## src/rtl/iir_bw_filter_if.sv

```systemverilog
`default_nettype none
// +--------------------------------------------------------------------+
// | iir_bw_filter_if : sample/coef/result handshake bundle              |
// | Rev 1.0                                                            |
// +--------------------------------------------------------------------+
interface iir_bw_filter_if #(
  parameter int DW = 8,
  parameter int CW = 8
);
  logic          clr;
  logic          coef_we;
  logic [CW-1:0] coef_in;
  logic          in_valid;
  logic          in_ready;
  logic [DW-1:0] x_in;
  logic          out_valid;
  logic          out_ready;
  logic [DW-1:0] y_out;
  logic          out_sat;

  modport master (
    output clr, coef_we, coef_in, in_valid, x_in, out_ready,
    input  in_ready, out_valid, y_out, out_sat
  );

  modport slave (
    input  clr, coef_we, coef_in, in_valid, x_in, out_ready,
    output in_ready, out_valid, y_out, out_sat
  );
endinterface
`default_nettype wire

```

## src/rtl/iir_bw_filter.sv

```systemverilog
`default_nettype none
// +--------------------------------------------------------------------+
// | iir_bw_filter : first-order IIR, serial Baugh-Wooley multiplier     |
// | Rev 1.0                                                            |
// +--------------------------------------------------------------------+
module iir_bw_filter #(
  parameter int DW   = 8,
  parameter int CW   = 8,
  parameter int FRAC = 6,
  parameter int SAT  = 1
) (
  input  logic             clk,
  input  logic             rst,
  iir_bw_filter_if.slave   bus_io
);

  localparam int W    = DW + CW;
  localparam int CNTW = $clog2(CW);
  // General Baugh-Wooley correction; equals bits DW and W-1 when DW == CW.
  localparam logic [W-1:0] c_bw_k = (W'(1) << (DW - 1)) + (W'(1) << (CW - 1))
                                  + (W'(1) << (W - 1));

  typedef enum logic [1:0] {
    IDLE = 2'd0,
    MUL  = 2'd1,
    ACC  = 2'd2,
    OUT  = 2'd3
  } state_t;

  state_t          state_q, state_d;
  logic [CW-1:0]   coef_q, coef_d;
  logic [CW-1:0]   wcoef_q, wcoef_d;
  logic [DW-1:0]   x_q, x_d;
  logic [DW-1:0]   mcand_q, mcand_d;
  logic [DW-1:0]   y_prev_q, y_prev_d;
  logic [DW-1:0]   y_out_q, y_out_d;
  logic            sat_q, sat_d;
  logic [W-1:0]    prod_q, prod_d;
  logic [CNTW-1:0] cnt_q, cnt_d;

  logic               w_last;
  logic [DW-1:0]      w_pp;
  logic [DW-1:0]      w_row;
  logic [W-1:0]       w_row_sh;
  logic signed [W-1:0] w_ps;
  logic signed [W:0]  w_sum;
  logic [DW-1:0]      w_res;
  logic               w_clip;

  assign w_last   = (cnt_q == CNTW'(CW - 1));
  assign w_pp     = mcand_q & {DW{wcoef_q[cnt_q]}};
  // Ordinary rows invert the sign-bit term; the coefficient sign row inverts the rest.
  assign w_row    = w_pp ^ (w_last ? {1'b0, {(DW-1){1'b1}}} : {1'b1, {(DW-1){1'b0}}});
  assign w_row_sh = {{CW{1'b0}}, w_row} << cnt_q;

  assign w_ps  = $signed(prod_q) >>> FRAC;
  assign w_sum = $signed({{(W+1-DW){x_q[DW-1]}}, x_q}) + $signed({w_ps[W-1], w_ps});

  generate
    if (SAT != 0) begin : g_sat
      localparam logic signed [W:0] c_smax = $signed({{(W-DW+2){1'b0}}, {(DW-1){1'b1}}});
      localparam logic signed [W:0] c_smin = ~c_smax;
      assign w_clip = (w_sum > c_smax) || (w_sum < c_smin);
      assign w_res  = (w_sum > c_smax) ? c_smax[DW-1:0] :
                      (w_sum < c_smin) ? c_smin[DW-1:0] : w_sum[DW-1:0];
    end else begin : g_wrap
      assign w_clip = 1'b0;
      assign w_res  = w_sum[DW-1:0];
    end
  endgenerate

  always_comb begin
    state_d  = state_q;
    coef_d   = coef_q;
    wcoef_d  = wcoef_q;
    x_d      = x_q;
    mcand_d  = mcand_q;
    y_prev_d = y_prev_q;
    y_out_d  = y_out_q;
    sat_d    = sat_q;
    prod_d   = prod_q;
    cnt_d    = cnt_q;

    if (bus_io.coef_we) coef_d = bus_io.coef_in;

    case (state_q)
      IDLE: begin
        if (bus_io.in_valid) begin
          x_d     = bus_io.x_in;
          wcoef_d = coef_q;
          mcand_d = y_prev_q;
          prod_d  = '0;
          cnt_d   = '0;
          state_d = MUL;
        end
      end
      MUL: begin
        prod_d = prod_q + w_row_sh + ((cnt_q == '0) ? c_bw_k : '0);
        cnt_d  = cnt_q + 1'b1;
        if (w_last) state_d = ACC;
      end
      ACC: begin
        y_out_d  = w_res;
        y_prev_d = w_res;
        sat_d    = w_clip;
        state_d  = OUT;
      end
      OUT: begin
        if (bus_io.out_ready) state_d = IDLE;
      end
      default: state_d = IDLE;
    endcase

    // Clear drops any in-flight sample but leaves the coefficient alone.
    if (bus_io.clr) begin
      state_d  = IDLE;
      y_prev_d = '0;
      y_out_d  = '0;
      sat_d    = 1'b0;
    end
  end

  always_ff @(posedge clk) begin
    if (rst) begin
      state_q  <= IDLE;
      coef_q   <= '0;
      wcoef_q  <= '0;
      x_q      <= '0;
      mcand_q  <= '0;
      y_prev_q <= '0;
      y_out_q  <= '0;
      sat_q    <= 1'b0;
      prod_q   <= '0;
      cnt_q    <= '0;
    end else begin
      state_q  <= state_d;
      coef_q   <= coef_d;
      wcoef_q  <= wcoef_d;
      x_q      <= x_d;
      mcand_q  <= mcand_d;
      y_prev_q <= y_prev_d;
      y_out_q  <= y_out_d;
      sat_q    <= sat_d;
      prod_q   <= prod_d;
      cnt_q    <= cnt_d;
    end
  end

  assign bus_io.in_ready  = (state_q == IDLE) && !rst;
  assign bus_io.out_valid = (state_q == OUT);
  assign bus_io.y_out     = y_out_q;
  assign bus_io.out_sat   = sat_q;

endmodule
`default_nettype wire

```

## src/flat_wrapper.sv

```systemverilog
// flat-port wrapper written by rule: the top's interface ports become plain ports
module iir_bw_filter_flat 
#(
  parameter int DW   = 8,
  parameter int CW   = 8,
  parameter int FRAC = 6,
  parameter int SAT  = 1
)
  (clk, rst, bus_io_clr, bus_io_coef_we, bus_io_coef_in, bus_io_in_valid, bus_io_x_in, bus_io_out_ready, bus_io_in_ready, bus_io_out_valid, bus_io_y_out, bus_io_out_sat);
  iir_bw_filter_if #(.DW(DW), .CW(CW)) bus_io_i ();
  input  logic clk;
  input  logic rst;
  input wire logic [$bits(bus_io_i.clr)-1:0] bus_io_clr;
  input wire logic [$bits(bus_io_i.coef_we)-1:0] bus_io_coef_we;
  input wire logic [$bits(bus_io_i.coef_in)-1:0] bus_io_coef_in;
  input wire logic [$bits(bus_io_i.in_valid)-1:0] bus_io_in_valid;
  input wire logic [$bits(bus_io_i.x_in)-1:0] bus_io_x_in;
  input wire logic [$bits(bus_io_i.out_ready)-1:0] bus_io_out_ready;
  output wire logic [$bits(bus_io_i.in_ready)-1:0] bus_io_in_ready;
  output wire logic [$bits(bus_io_i.out_valid)-1:0] bus_io_out_valid;
  output wire logic [$bits(bus_io_i.y_out)-1:0] bus_io_y_out;
  output wire logic [$bits(bus_io_i.out_sat)-1:0] bus_io_out_sat;
  assign bus_io_i.clr = bus_io_clr;
  assign bus_io_i.coef_we = bus_io_coef_we;
  assign bus_io_i.coef_in = bus_io_coef_in;
  assign bus_io_i.in_valid = bus_io_in_valid;
  assign bus_io_i.x_in = bus_io_x_in;
  assign bus_io_i.out_ready = bus_io_out_ready;
  assign bus_io_in_ready = bus_io_i.in_ready;
  assign bus_io_out_valid = bus_io_i.out_valid;
  assign bus_io_y_out = bus_io_i.y_out;
  assign bus_io_out_sat = bus_io_i.out_sat;
  iir_bw_filter #(.DW(DW), .CW(CW), .FRAC(FRAC), .SAT(SAT)) u_core (.clk(clk), .rst(rst), .bus_io(bus_io_i));
endmodule
```

## config.mk

```make
export PLATFORM = sky130hd
export DESIGN_NAME = iir_bw_filter_flat
export DESIGN_NICKNAME = d
export VERILOG_FILES = /design/src/rtl/iir_bw_filter_if.sv /design/src/rtl/iir_bw_filter.sv /design/src/flat_wrapper.sv
export SDC_FILE = /design/constraint.sdc
export NUM_CORES = 1
export LEC_CHECK = 0
export ABC_AREA = 1
export CAP_MARGIN = 25
export CORE_MARGIN = 2
export CORE_UTILIZATION = 50
export DETAILED_ROUTE_END_ITERATION = 8
export PLACE_DENSITY_LB_ADDON = 0.12
export SYNTH_ARGS = -nofsm -noshare
export SYNTH_HDL_FRONTEND = slang
export SYNTH_SLANG_ARGS = --single-unit
```

## constraint.sdc

```tcl
create_clock -name clk -period 3.46 [get_ports clk]
set_input_delay 0.865 -clock clk [delete_from_list [all_inputs] [get_ports clk]]
set_output_delay 0.865 -clock clk [all_outputs]
set_load 0.01 [all_outputs]
```

==> flow_metrics.py <==
metrics = {
    "critical_path": {
        "path_class": "reg -> reg",
        "r2r-end": "u_core.prod_q[10]",
        "endpoint_kind": "flip-flop",
        "reg2reg_from": "u_core.cnt_q[0]",
        "worst-path-stages": 16,
        "critPathLaunchType": "flip-flop",
        "critPathArrivalTime_ns": 3.61,
        "cp_top_family": "adder cells",
        "critPathLaunch": "u_core.cnt_q[0]",
        "rrSetupSlack_ns": 0.15,
        "crit_path_end": "u_core.prod_q[10]",
        "slowest_stage": "dfxtp_4",
        "cp_cell_sequence": "ha_2, ha_4, buf_4, nand4_1, nand3_2, nand3_1, nand3_1, nand2_1, fa_1, ha_1, a21o_1, nor2_2, nand3_1, a21oi_1, o21ai_0, a21oi_1",
        "cp_common_cell": "nand3_1",
        "cp_data_required_time_ns": 3.75,
        "max_stage_delay_ns": 0.40,
        "reg2reg_depth": 16,
        "cp_max_fo": 8,
        "crit_buf_inv": 1,
    },
    "route": {
        "wl_um": 11400,
        "drcViolationCount": 0,
        "viasPerCell": 5.53,
        "detail-route-antenna-nets": 0,
        "drt_iter0_drc": 315,
        "routedWlPerCell_um": 14.5,
        "first_pass_iters": 5,
        "vias": 4332,
    },
    "logic_synthesis": {
        "synth_edf_count": 0,
        "yosysSeqAreaShare_pct": 28.9,
        "yosysTopAreaCell": "dfxtp_1",
        "syn-num-nets": 706,
        "syn_area_per_cell_um2": 6.76,
        "synth_cell_type_count": 35,
        "synth_warnings": 0,
        "syn_inst": 636,
        "synth_area_leaders": "dfxtp_1 (29%), ha_1 (13%), nand2_1 (12%), nand3_1 (8.3%), a21oi_1 (7.0%)",
        "synth_area_um2": 4300,
        "synth-main-ff-cell": "dfxtp_1",
        "synth.top_cell.area_share_pct": 28.9,
        "ys_ff_latch": 62,
        "async_flop_share_pct": 0,
    },
    "place": {
        "gp_congestion": 0.921,
        "dp.cells": 764,
        "place_ws_ns": 0.0138,
        "portBuffers": 32,
        "dp_hpwl_um": 8210,
    },
    "timing": {
        "final-max-slew-violation-count": 0,
        "layout_setup_ws_ns": 0.147,
        "clock.fmax_mhz": 302,
        "slew_headroom_pct": 64.8,
        "tightest_slew_ns": 0.527,
        "period_share_pct": 95.8,
        "finalHoldViolCount": 0,
        "skew_ns": 0.00580,
        "period_needed_ns": 3.31,
        "finalSetupViolCount": 0,
    },
    "flow_run": {
        "maxCapViolCount": 0,
    },
    "global_route": {
        "use_met2_pct": 37.8,
        "gr-total-overflow": 0,
        "grt_max_degree": 35,
        "antenna_found_initial": 0,
        "grt_util_met1_pct": 31.5,
        "grt_first_pass_wirelength_um": 18300,
        "top_usage_layer": "met2",
        "track_usage_pct": 23.5,
        "grt_pass1_vias": 4021,
        "grtUsageMet3_pct": 4.77,
    },
    "clock_tree": {
        "cts_tree": "built",
        "clock-root-buffer": "clkbuf_8",
        "cts_buffers": 9,
        "postCtsHoldBufs": 0,
        "clock_path_buffers": 2,
        "clock-sinks": 62,
        "clkLatencyLatePin_ns": 0.35,
        "path_clk_slew_ns": 0.08,
        "htreeDepth": 3,
    },
    "power": {
        "p_switching_mw": 0.586,
        "switching_share_pct": 33.7,
        "ir_drop_uv": 224,
        "power.density_nw_per_um2": 342,
        "p_leak_nw": 2.37,
        "seq_power_share_pct": 44.9,
        "p_int_mw": 1.15,
        "combPwrFrac_pct": 20.2,
        "pwr-share-clk_pct": 34.9,
    },
    "cells_and_area": {
        "area_growth_pct": 18.4,
        "nets": 743,
        "num_antenna_cells": 0,
        "drive_above_1_share_pct": 11.7,
        "fill_cells": 798,
        "layout.cells.non_filler": 783,
    },
    "floorplanning": {
        "num_rows": 33,
        "core_um2": 8260,
        "die_area_um2": 9360,
        "initial_utilization_pct": 52.1,
        "die_w_um": 96.7,
        "ioPinCount": 33,
        "die_h_um": 96.7,
    },
    "outcome": {
        "outcome": "finished, final reports clean",
    },
    "min_path": {
        "min_path_type": "reg -> reg",
    },
}
-- what timing repair did --
| item | in CTS | in global routing |
|---|---|---|
| buffers inserted | 0 | 1 |
| endpoints found under the setup margin | 2 | 11 |
| pin swaps | 0 | 7 |
| gates cloned | 0 | 2 |
| resized for setup | 2 | 35 |
-- cell usage in the layout (no fill, tap or decap), drive strengths merged, types with 3 or more instances in the layout --
cell type        n
nand3           80
or2              3
nand4            9
inv             60
clkdlybuf4s50   32
dfxtp           62
clkinv           3
nor3             5
clkbuf           9
xnor2            4
xor2             4
nor2            73
fa               3
o21ai           57
clkinvlp         3
buf             14
ha              45
a21oi           62
nand2          140
-- layout make-up --
cell class | count | area, µm² | area share, %
Clock buffer | 9 | 124 | 2.43
Clock inverter | 7 | 57.6 | 1.13
Inverter | 59 | 228 | 4.47
Multi-Input combinational cell | 495 | 2870 | 56.5
Sequential cell | 62 | 1250 | 24.6
Tap cell | 105 | 131 | 2.58
Timing Repair Buffer | 46 | 425 | 8.36
-- layer usage --
layer  share of wire [%]  up-vias
li1                    -     2205
met1                  47     1984
met2                  46      116
met3                 5.4       27
met4                 2.0        0
met5                   0        -
-- how the worst min path moves through the flow --
stage / start / to / slack [ns] / cells past startpoint
floorplan: u_core.wcoef_q[0] / u_core.wcoef_q[0] / 0.43 / 2
global placement: u_core.wcoef_q[5] / u_core.wcoef_q[5] / 0.46 / 2
detailed placement: u_core.wcoef_q[6] / u_core.wcoef_q[6] / 0.46 / 2
CTS: u_core.wcoef_q[6] / u_core.wcoef_q[6] / 0.47 / 2
global route: u_core.wcoef_q[3] / u_core.wcoef_q[3] / 0.49 / 2
finish: u_core.wcoef_q[6] / u_core.wcoef_q[6] / 0.46 / 2
-- metrics by stage --
step / TNS (ns) / total power [mW] / hold WS, ns / utilization [%] / instance area (µm²)
2_1_floorplan: 0 / 1.02 / 0.429 / - / 4300
3_3_place_gp: 0 / 1.11 / 0.458 / 57.4 / 4740
4_1_cts: 0 / 1.73 / 0.470 / 59.7 / 4930
6_report: 0 / 1.74 / 0.465 / 61.6 / 5090
3_5_place_dp: 0 / 1.12 / 0.459 / 57.4 / 4740
5_1_grt: -0.151 / 1.82 / 0.495 / 61.6 / 5090
-- cell usage after synthesis, types with 4 or more instances --
library cell  count
nand4_1           9
dfxtp_1          62
a21oi_1          60
xnor2_1           4
nand3_1          71
clkbuf_1         13
xor2_1            4
nand2_1         134
ha_1             45
inv_1            56
o21ai_0          55
nand2_2           6
nor3_1            5
nand3_2           7
nor2_1           72
buf_2             5
-- kinds of logic after synthesis --
kind of cell | Yosys count | share of synthesized area (%)
simple gates | 311 | 31.7
compound gates | 126 | 15.7
buf+inv | 81 | 7.65
flops | 62 | 28.9
fa+ha+maj | 48 | 14.5
xor+xnor | 8 | 1.63
-- worst register-to-register path, delay by kind of cell, from the launching register on --
kind	cells	cell delay, ns
flip-flops	1	0.40
buffers and inverters	1	0.15
AO/OA/AOI/OAI	4	0.67
AND/OR/NAND/NOR	7	0.90
adder cells (fa/ha/maj)	4	1.12
-- flip-flops by register name (all words and copies together) (netlist names) --
name,flops
u_core.cnt_q,3
u_core.mcand_q,8
u_core.x_q,8
u_core.coef_q,8
u_core.prod_q,16
u_core.state_q,2
u_core.wcoef_q,8
u_core.y_prev_q,8
u_core.bus_io.out_sat,1
-- power by group through the flow --
stage,Sequential (mW),Combinational (mW),Clock [mW]
after floorplan,0.790,0.234,0
after global placement,0.796,0.316,0
after detailed placement,0.797,0.325,0
after CTS,0.780,0.329,0.620
after global routing,0.785,0.394,0.643
final,0.781,0.351,0.608
Note: power is estimated with default switching activity, not from simulation.
